--- config.mk ---
export PLATFORM = sky130hd
export DESIGN_NAME = rf_write_sequencer
export DESIGN_NICKNAME = d
export VERILOG_FILES = /design/src/rtl/rf_pkg.sv /design/src/rtl/rf_wb_fifo.sv /design/src/rtl/rf_write_sequencer.sv
export SDC_FILE = /design/constraint.sdc
export NUM_CORES = 1
export LEC_CHECK = 0
export ABC_AREA = 1
export ABC_CLOCK_PERIOD_IN_PS = 3100
export CAP_MARGIN = 30
export CORE_ASPECT_RATIO = 1.5
export CORE_UTILIZATION = 43
export DETAILED_ROUTE_END_ITERATION = 10
export GPL_TIMING_DRIVEN = 0
export SETUP_SLACK_MARGIN = 0.5
export SYNTH_ARGS = -nofsm -noshare
export SYNTH_HDL_FRONTEND = slang
export SYNTH_SLANG_ARGS = --single-unit
export TNS_END_PERCENT = 1
--- constraint.sdc ---
create_clock -name Clk -period 3.1 [get_ports Clk]
set_input_delay 0.62 -clock Clk [delete_from_list [all_inputs] [get_ports Clk]]
set_output_delay 0.62 -clock Clk [all_outputs]
set_load 0.01 [all_outputs]
--- src/rtl/rf_pkg.sv ---
// Shared register-file types and constants for the writeback path.
package rf_pkg;

    localparam int unsigned RF_AW    = 5;
    localparam int unsigned RF_DW    = 32;
    localparam int unsigned RF_NREGS = 32;
    localparam logic [RF_AW-1:0] RF_ZERO = 5'd0;

    typedef struct packed {
        logic [RF_AW-1:0] adr;
        logic [RF_DW-1:0] data;
    } rf_wr_t;

endpackage

--- src/rtl/rf_wb_fifo.sv ---
// Dual-push, single-pop FIFO of register-file writes; push0 is the older of the two pushes.
// With RF_WB_BYPASS_EN defined, the storage and read pointer are exposed for the forwarding search.
module rf_wb_fifo
    import rf_pkg::*;
#(
    parameter int unsigned DEPTH = 4
) (
    input  logic                     i_clk,
    input  logic                     i_rst_n,
    input  logic                     i_push0,
    input  rf_wr_t                   i_wr0,
    input  logic                     i_push1,
    input  rf_wr_t                   i_wr1,
    input  logic                     i_pop,
    output rf_wr_t                   o_head,
    output logic [$clog2(DEPTH):0]   o_count
`ifdef RF_WB_BYPASS_EN
    ,
    output rf_wr_t                   o_entries [DEPTH],
    output logic [$clog2(DEPTH)-1:0] o_rptr
`endif
);

    localparam int unsigned PW = $clog2(DEPTH);

    rf_wr_t        r_mem [DEPTH];
    logic [PW-1:0] r_wptr;
    logic [PW-1:0] r_rptr;
    logic [PW:0]   r_count;
    logic [PW-1:0] w_wptr1;

    // A lone push1 lands at the write pointer so entries stay contiguous.
    assign w_wptr1 = r_wptr + PW'(i_push0);
    assign o_head  = r_mem[r_rptr];
    assign o_count = r_count;

`ifdef RF_WB_BYPASS_EN
    assign o_entries = r_mem;
    assign o_rptr    = r_rptr;
`endif

    always_ff @(posedge i_clk or negedge i_rst_n) begin
        if (!i_rst_n) begin
            for (int unsigned i = 0; i < DEPTH; i++) begin
                r_mem[i] <= '0;
            end
            r_wptr  <= '0;
            r_rptr  <= '0;
            r_count <= '0;
        end else begin
            if (i_push0) r_mem[r_wptr] <= i_wr0;
            if (i_push1) r_mem[w_wptr1] <= i_wr1;
            r_wptr <= r_wptr + PW'(i_push0) + PW'(i_push1);
            if (i_pop) r_rptr <= r_rptr + PW'(1);
            r_count <= r_count + (PW+1)'(i_push0) + (PW+1)'(i_push1) - (PW+1)'(i_pop);
        end
    end

endmodule

--- src/rtl/rf_write_sequencer.sv ---
// Register-file write front end: accepts MEM/ALU writebacks, drops r0, drains one write per cycle.
// Optional forwarding lookup ports are enabled by defining RF_WB_BYPASS_EN.
module rf_write_sequencer
    import rf_pkg::*;
#(
    parameter int unsigned DEPTH = 4,
    parameter int unsigned AW    = RF_AW,
    parameter int unsigned DW    = RF_DW
) (
    input  logic                   Clk,
    input  logic                   Rst_n,
    input  logic                   AluValid,
    output logic                   AluReady,
    input  logic [AW-1:0]          AluAdr,
    input  logic [DW-1:0]          AluData,
    input  logic                   MemValid,
    output logic                   MemReady,
    input  logic [AW-1:0]          MemAdr,
    input  logic [DW-1:0]          MemData,
    output logic [AW-1:0]          Awr,
    output logic [DW-1:0]          Din,
    output logic                   WrEn,
    output logic [$clog2(DEPTH):0] Count
`ifdef RF_WB_BYPASS_EN
    ,
    input  logic [AW-1:0]          LkAdr1,
    input  logic [AW-1:0]          LkAdr2,
    output logic                   Byp1Hit,
    output logic                   Byp2Hit,
    output logic [DW-1:0]          Byp1Data,
    output logic [DW-1:0]          Byp2Data
`endif
);

    localparam int unsigned CW = $clog2(DEPTH) + 1;

    logic [CW-1:0] w_count;
    logic [CW-1:0] w_free;
    logic          w_mem_push;
    logic          w_alu_push;
    logic          w_pop;
    rf_wr_t        w_wr_mem;
    rf_wr_t        w_wr_alu;
    rf_wr_t        w_head;
    logic [AW-1:0] r_awr;
    logic [DW-1:0] r_din;
    logic          r_wren;

    // Credit comes only from the registered count; a same-cycle pop is not counted.
    assign w_free     = CW'(DEPTH) - w_count;
    assign MemReady   = Rst_n && (w_free >= CW'(1));
    assign w_mem_push = MemValid && MemReady && (MemAdr != RF_ZERO);
    assign AluReady   = Rst_n && ((w_free >= CW'(2)) || ((w_free >= CW'(1)) && !w_mem_push));
    assign w_alu_push = AluValid && AluReady && (AluAdr != RF_ZERO);
    assign w_pop      = (w_count != '0);

    assign w_wr_mem = '{adr: MemAdr, data: MemData};
    assign w_wr_alu = '{adr: AluAdr, data: AluData};

`ifdef RF_WB_BYPASS_EN
    localparam int unsigned PW = $clog2(DEPTH);

    rf_wr_t        w_entries [DEPTH];
    logic [PW-1:0] w_rptr;
`endif

    rf_wb_fifo #(
        .DEPTH (DEPTH)
    ) u_fifo (
        .i_clk     (Clk),
        .i_rst_n   (Rst_n),
        .i_push0   (w_mem_push),
        .i_wr0     (w_wr_mem),
        .i_push1   (w_alu_push),
        .i_wr1     (w_wr_alu),
        .i_pop     (w_pop),
        .o_head    (w_head),
        .o_count   (w_count)
`ifdef RF_WB_BYPASS_EN
        ,
        .o_entries (w_entries),
        .o_rptr    (w_rptr)
`endif
    );

    always_ff @(posedge Clk or negedge Rst_n) begin
        if (!Rst_n) begin
            r_awr  <= '0;
            r_din  <= '0;
            r_wren <= 1'b0;
        end else if (w_pop) begin
            r_awr  <= w_head.adr;
            r_din  <= w_head.data;
            r_wren <= 1'b1;
        end else begin
            r_wren <= 1'b0;
        end
    end

    assign Awr   = r_awr;
    assign Din   = r_din;
    assign WrEn  = r_wren;
    assign Count = w_count;

`ifdef RF_WB_BYPASS_EN
    typedef struct packed {
        logic          hit;
        logic [DW-1:0] data;
    } byp_t;

    // Scan oldest to newest (output register first) so the newest match overwrites.
    function automatic byp_t lookup(input logic [AW-1:0] a);
        byp_t          res;
        logic [PW-1:0] idx;
        res = '0;
        if (a != RF_ZERO) begin
            if (r_wren && (r_awr == a)) begin
                res.hit  = 1'b1;
                res.data = r_din;
            end
            for (int unsigned i = 0; i < DEPTH; i++) begin
                idx = w_rptr + PW'(i);
                if ((CW'(i) < w_count) && (w_entries[idx].adr == a)) begin
                    res.hit  = 1'b1;
                    res.data = w_entries[idx].data;
                end
            end
        end
        return res;
    endfunction

    assign {Byp1Hit, Byp1Data} = lookup(LkAdr1);
    assign {Byp2Hit, Byp2Data} = lookup(LkAdr2);
`endif

endmodule
==> results.txt <==
----------------------------------------------------
[Setup path]
  Critical-path top delay cell ... sky130_fd_sc_hd__dfrtp_2
  Buffering stage count on the worst path with inverters included ... 7
  Largest stage delay, worst path ... between 0.3 and 0.4 ns
  FF-to-FF setup slack ... 0.37 ns
  Worst reg2reg path startpoint ... u_fifo.o_count[1]
  Number of cells on the worst reg-to-reg path ... 19
  Data required time of the worst path ... between 3 and 4 ns
  Critical path class ... reg -> reg
  Data arrival time of the critical path ... between 3 and 4 ns
  Critical-path cell list ... inv_4, ha_4, ha_4, inv_2, nor2_4, nand2_2, nand2_4, buf_8, nor2_4, buf_8, ha_4, xnor2_4, inv_2, buf_4, nor2_4, nand3_4, buf_6, nand2_1, nand2_1
  Worst R2R End ... u_fifo.r_mem[95]
  Kind of cell with the highest combined delay on the critical path ... simple AND/OR/NAND/NOR gates
  Worst setup path startpoint ... u_fifo.o_count[1]
  Critical path fanouts, max ... 10
  Worst setup SP type ... flop
  Setup crit end kind ... flop

[Logic synthesis]
  Number of flops mapped to enable cells by yosys ... 0
  Top cells by area in the synthesized netlist ... sky130_fd_sc_hd__dfrtp_1 37%, sky130_fd_sc_hd__nand2_1 22%, sky130_fd_sc_hd__o21ai_0 13%, sky130_fd_sc_hd__nand4_1 7.2%, sky130_fd_sc_hd__nor2_1 3.4%
  Avg Synthesized Cell Area ... about 6.6 sq um
  Post-synth top area share ... 37.4%
  Post-synthesis compound-gate area fraction ... around 18%
  Dominant combinational cell family by area after synthesis ... simple AND/OR/NAND/NOR gates
  Cell area after synthesis ... roughly 13,000 sq um
  Number of distinct library cell variants in the gate-level netlist after synthesis ... 27
  Fraction of registers with async set or reset after synthesis ... 100%
  Sequential share of the synthesized area ... between 30 and 40%
  Area share of xor/xnor cells in the synthesized design ... less than 1%
  Fraction of the mapped netlist area in adder cells ... less than 1%
  Yosys warning total ... 0
  Simple logic cell fraction of the synthesized area ... roughly a third
  Number of instances in the synthesized netlist ... 1,947
  Synth Flop Type ... sky130_fd_sc_hd__dfrtp_1
  Post-synth net total ... between 2,000 and 2,500
  Total of flip-flops plus latches after synthesis ... slightly below 200
  Share of synthesized area spent on multiplexers ... 0%
  Cell taking the most area after synthesis ... sky130_fd_sc_hd__dfrtp_1

[Routing]
  Violation count after the first detailed-routing iteration ... ~1,600
  Post-route DRC ... 0
  1st-pass router iterations ... 7
  Number of vias after detailed routing ... between 10,000 and 15,000
  Post-detailed-routing wire length ... approximately 55,000 microns
  Remaining antenna violation count ... 0
  Mean routed wirelength per cell ... ~22 microns
  Vias per cell ... slightly below 6

[Floorplanning]
  Cell Rows ... 77
  Vertical die dimension ... between 200 and 250 microns
  Initial standard-cell utilization of the core ... between 40% and 50%
  Die width ... approximately 140 microns
  Placeable Area ... 29,500 sq um
  Count of boundary I/O pins ... 121
  Full die area ... ~31,000 sq um

[Clock network]
  Maximum level of the CTS H-tree ... 4
  Clk buf depth ... 2
  Number of clock sinks ... between 150 and 200
  Source-to-sink clock delay at the later pin of the worst-skew pair ... 0.46 ns
  Clock buffer count from CTS ... 17
  CTS tree ... done
  Clock transition at the registers of the reported paths ... 0.07 ns
  CTS Root Cell ... sky130_fd_sc_hd__clkbuf_16

[Final layout]
  Number of nets in the final layout ... approximately 2,200
  Final standard cell utilization of the core ... 53.7%
  Post-synthesis to final-layout area growth ... 22.5%
  Ratio of cells with drive above 1 in the final layout ... 8.70%

[STA]
  Tightest hold margin ... between 0.08 and 0.09 ns
  Number of failing hold endpoints at the final stage ... 0
  Unrepaired setup endpoints after global routing ... true
  Highest attainable clock frequency ... between 0.3 and 0.4 GHz
  Final count of negative-setup-slack endpoints ... 0
  Setup clock skew after layout ... between 0.007 and 0.008 ns
  Final critical path time including I/O delays and setup ... roughly 2.7 ns
  Remaining max-slew budget at the tightest pin ... 43.5%
  Pins Over Slew Limit ... 0
  Final clock period utilization by the worst path ... between 80% and 90%
  Worst-margin pin slew ... about 0.85 ns

[GRT]
  Antenna violations before repair ... 1
  Pin count of the biggest net entering global routing ... ~110
  All-layer global routing usage ... roughly 36%
  Wire length of the first global-routing pass ... approximately 83,000 microns
  Via count of the first global-routing pass ... roughly 14,000
  Remaining global-route overflow ... 0

[Pwr]
  Cell area power density ... roughly 1100 nW/um^2
  P_leak ... around 7.7 nW
  Largest vdd supply drop ... 0.796 mV

[Outcome]
  Status ... finished clean

[Placement]
  DP HPWL ... ~37,000 microns
  RePlAce Congestion ... 0.954
  Port bufs ... 120

[Min path]
  Type of the tightest min-delay check ... in -> async

[Flow run]
  Maximum capacitance violations ... 0

----------------------------------------------------
## cell usage after synthesis, drive strengths merged (2+ instances only)
library cell,count
nand2,752
o21ai,371
dfrtp,193
nand4,148
nor2,123
buf,102
inv,92
clkbuf,70
a21oi,38
a31oi,37
ha,7
nand3,5
xnor2,4
fa,2
xor2,2
## state kept, by name, indices dropped and copies added (netlist names)
signal          flops
u_fifo.r_rptr       2
Awr                 5
WrEn                1
u_fifo.o_count      3
Din                32
u_fifo.r_mem      148
u_fifo.r_wptr       2
## worst reg2reg max path: stages (launching register included)
cell	delay (ns)
sky130_fd_sc_hd__dfrtp_2	0.39
sky130_fd_sc_hd__inv_4	0.04
sky130_fd_sc_hd__ha_4	0.15
sky130_fd_sc_hd__ha_4	0.25
sky130_fd_sc_hd__inv_2	0.04
sky130_fd_sc_hd__nor2_4	0.14
sky130_fd_sc_hd__nand2_2	0.09
sky130_fd_sc_hd__nand2_4	0.10
sky130_fd_sc_hd__buf_8	0.12
sky130_fd_sc_hd__nor2_4	0.04
sky130_fd_sc_hd__buf_8	0.13
sky130_fd_sc_hd__ha_4	0.17
sky130_fd_sc_hd__xnor2_4	0.14
sky130_fd_sc_hd__inv_2	0.07
sky130_fd_sc_hd__buf_4	0.14
sky130_fd_sc_hd__nor2_4	0.12
sky130_fd_sc_hd__nand3_4	0.14
sky130_fd_sc_hd__buf_6	0.21
sky130_fd_sc_hd__nand2_1	0.07
sky130_fd_sc_hd__nand2_1	0.06
## power by group
group          internal, mW  switching (mW)
clock                  1.30            1.05
sequential             3.66           0.696
combinational          3.73            6.63
total                  8.68            8.38
## cells in the final DEF (no fill, tap or decap), types with 32 or more instances in the layout
cell,netlist,layout
sky130_fd_sc_hd__a21oi_1,38,37
sky130_fd_sc_hd__buf_6,23,32
sky130_fd_sc_hd__buf_4,18,36
sky130_fd_sc_hd__clkbuf_1,70,74
sky130_fd_sc_hd__nand2_1,749,746
sky130_fd_sc_hd__clkdlybuf4s50_1,0,113
sky130_fd_sc_hd__nand4_1,148,148
sky130_fd_sc_hd__dfrtp_1,193,192
sky130_fd_sc_hd__a31oi_1,37,37
sky130_fd_sc_hd__buf_2,52,37
sky130_fd_sc_hd__o21ai_0,348,348
sky130_fd_sc_hd__inv_1,88,84
sky130_fd_sc_hd__nor2_1,117,117
## what timing repair did
action                                  4_1_cts  5_1_grt
hold buffers                                  0        0
cloned                                        2        0
gates resized for setup                      64        9
endpoints found under the setup margin      164      152
pin swaps                                     8        4
hold endpoints to repair                      0        0
setup buffers                                22        3
## cells by family (layout without fill, tap and decap cells)
| kind of cell | count (synthesis) | in the layout |
|---|---|---|
| AND/OR/NAND/NOR | 1029 | 1029 |
| flip-flops | 193 | 193 |
| AO/OA/AOI/OAI | 446 | 446 |
| other | 0 | 1 |
| XOR/XNOR | 6 | 6 |
| adder cells (fa/ha/maj) | 9 | 9 |
| buffers and inverters | 264 | 444 |
## how the worst max path moves through the flow
stage / cells after the start / end
final: 19 / u_fifo.r_mem[95]
after detailed placement: 13 / u_fifo.r_mem[146]
after global placement: 13 / u_fifo.r_mem[140]
after floorplan: 16 / u_fifo.o_count[2]
after CTS: 20 / u_fifo.r_mem[115]
after global routing: 20 / u_fifo.r_mem[116]
## area by class of cell
class                      instances  area, sq um
inverter                          92          362
antenna                            1         2.50
clock buffer                      28          517
timing repair buffer             148         1530
sequential                       193         4830
clock inverter                     4         72.6
tap                              395          494
buffer                           172         1110
multi-input combinational       1490         6920
fill                            3038        13600
## routing by layer
| layer | vias up | share of wire, % | GRT usage (%) | wire length [microns] |
|---|---|---|---|---|
| li1 | 6761 | - | - | - |
| met1 | 7025 | 38 | 43.8 | 20500 |
| met2 | 801 | 49 | 58.8 | 26500 |
| met3 | 197 | 8.1 | 6.65 | 4440 |
| met4 | 0 | 5.8 | 23.6 | 3200 |
| met5 | - | 0 | 0 | 0 |
## stage by stage
| stage | worst slack [ns] | power, mW | setup TNS (ns) | cells | cell area (sq um) |
|---|---|---|---|---|---|
| floorplan | 0.238 | 10.4 | 0 | 1947 | 13000 |
| global placement | -9.16 | 13.8 | -2897.12 | 2462 | 14700 |
| detailed placement | -0.709 | 13.9 | -83.69 | 2463 | 14700 |
| CTS | 0.354 | 16.7 | 0 | 2519 | 15800 |
| global route | 0.256 | 18.2 | 0 | 2522 | 15800 |
| finish | 0.369 | 17.1 | 0 | 2523 | 15800 |
No activity file was read; power rests on OpenSTA's default activity.
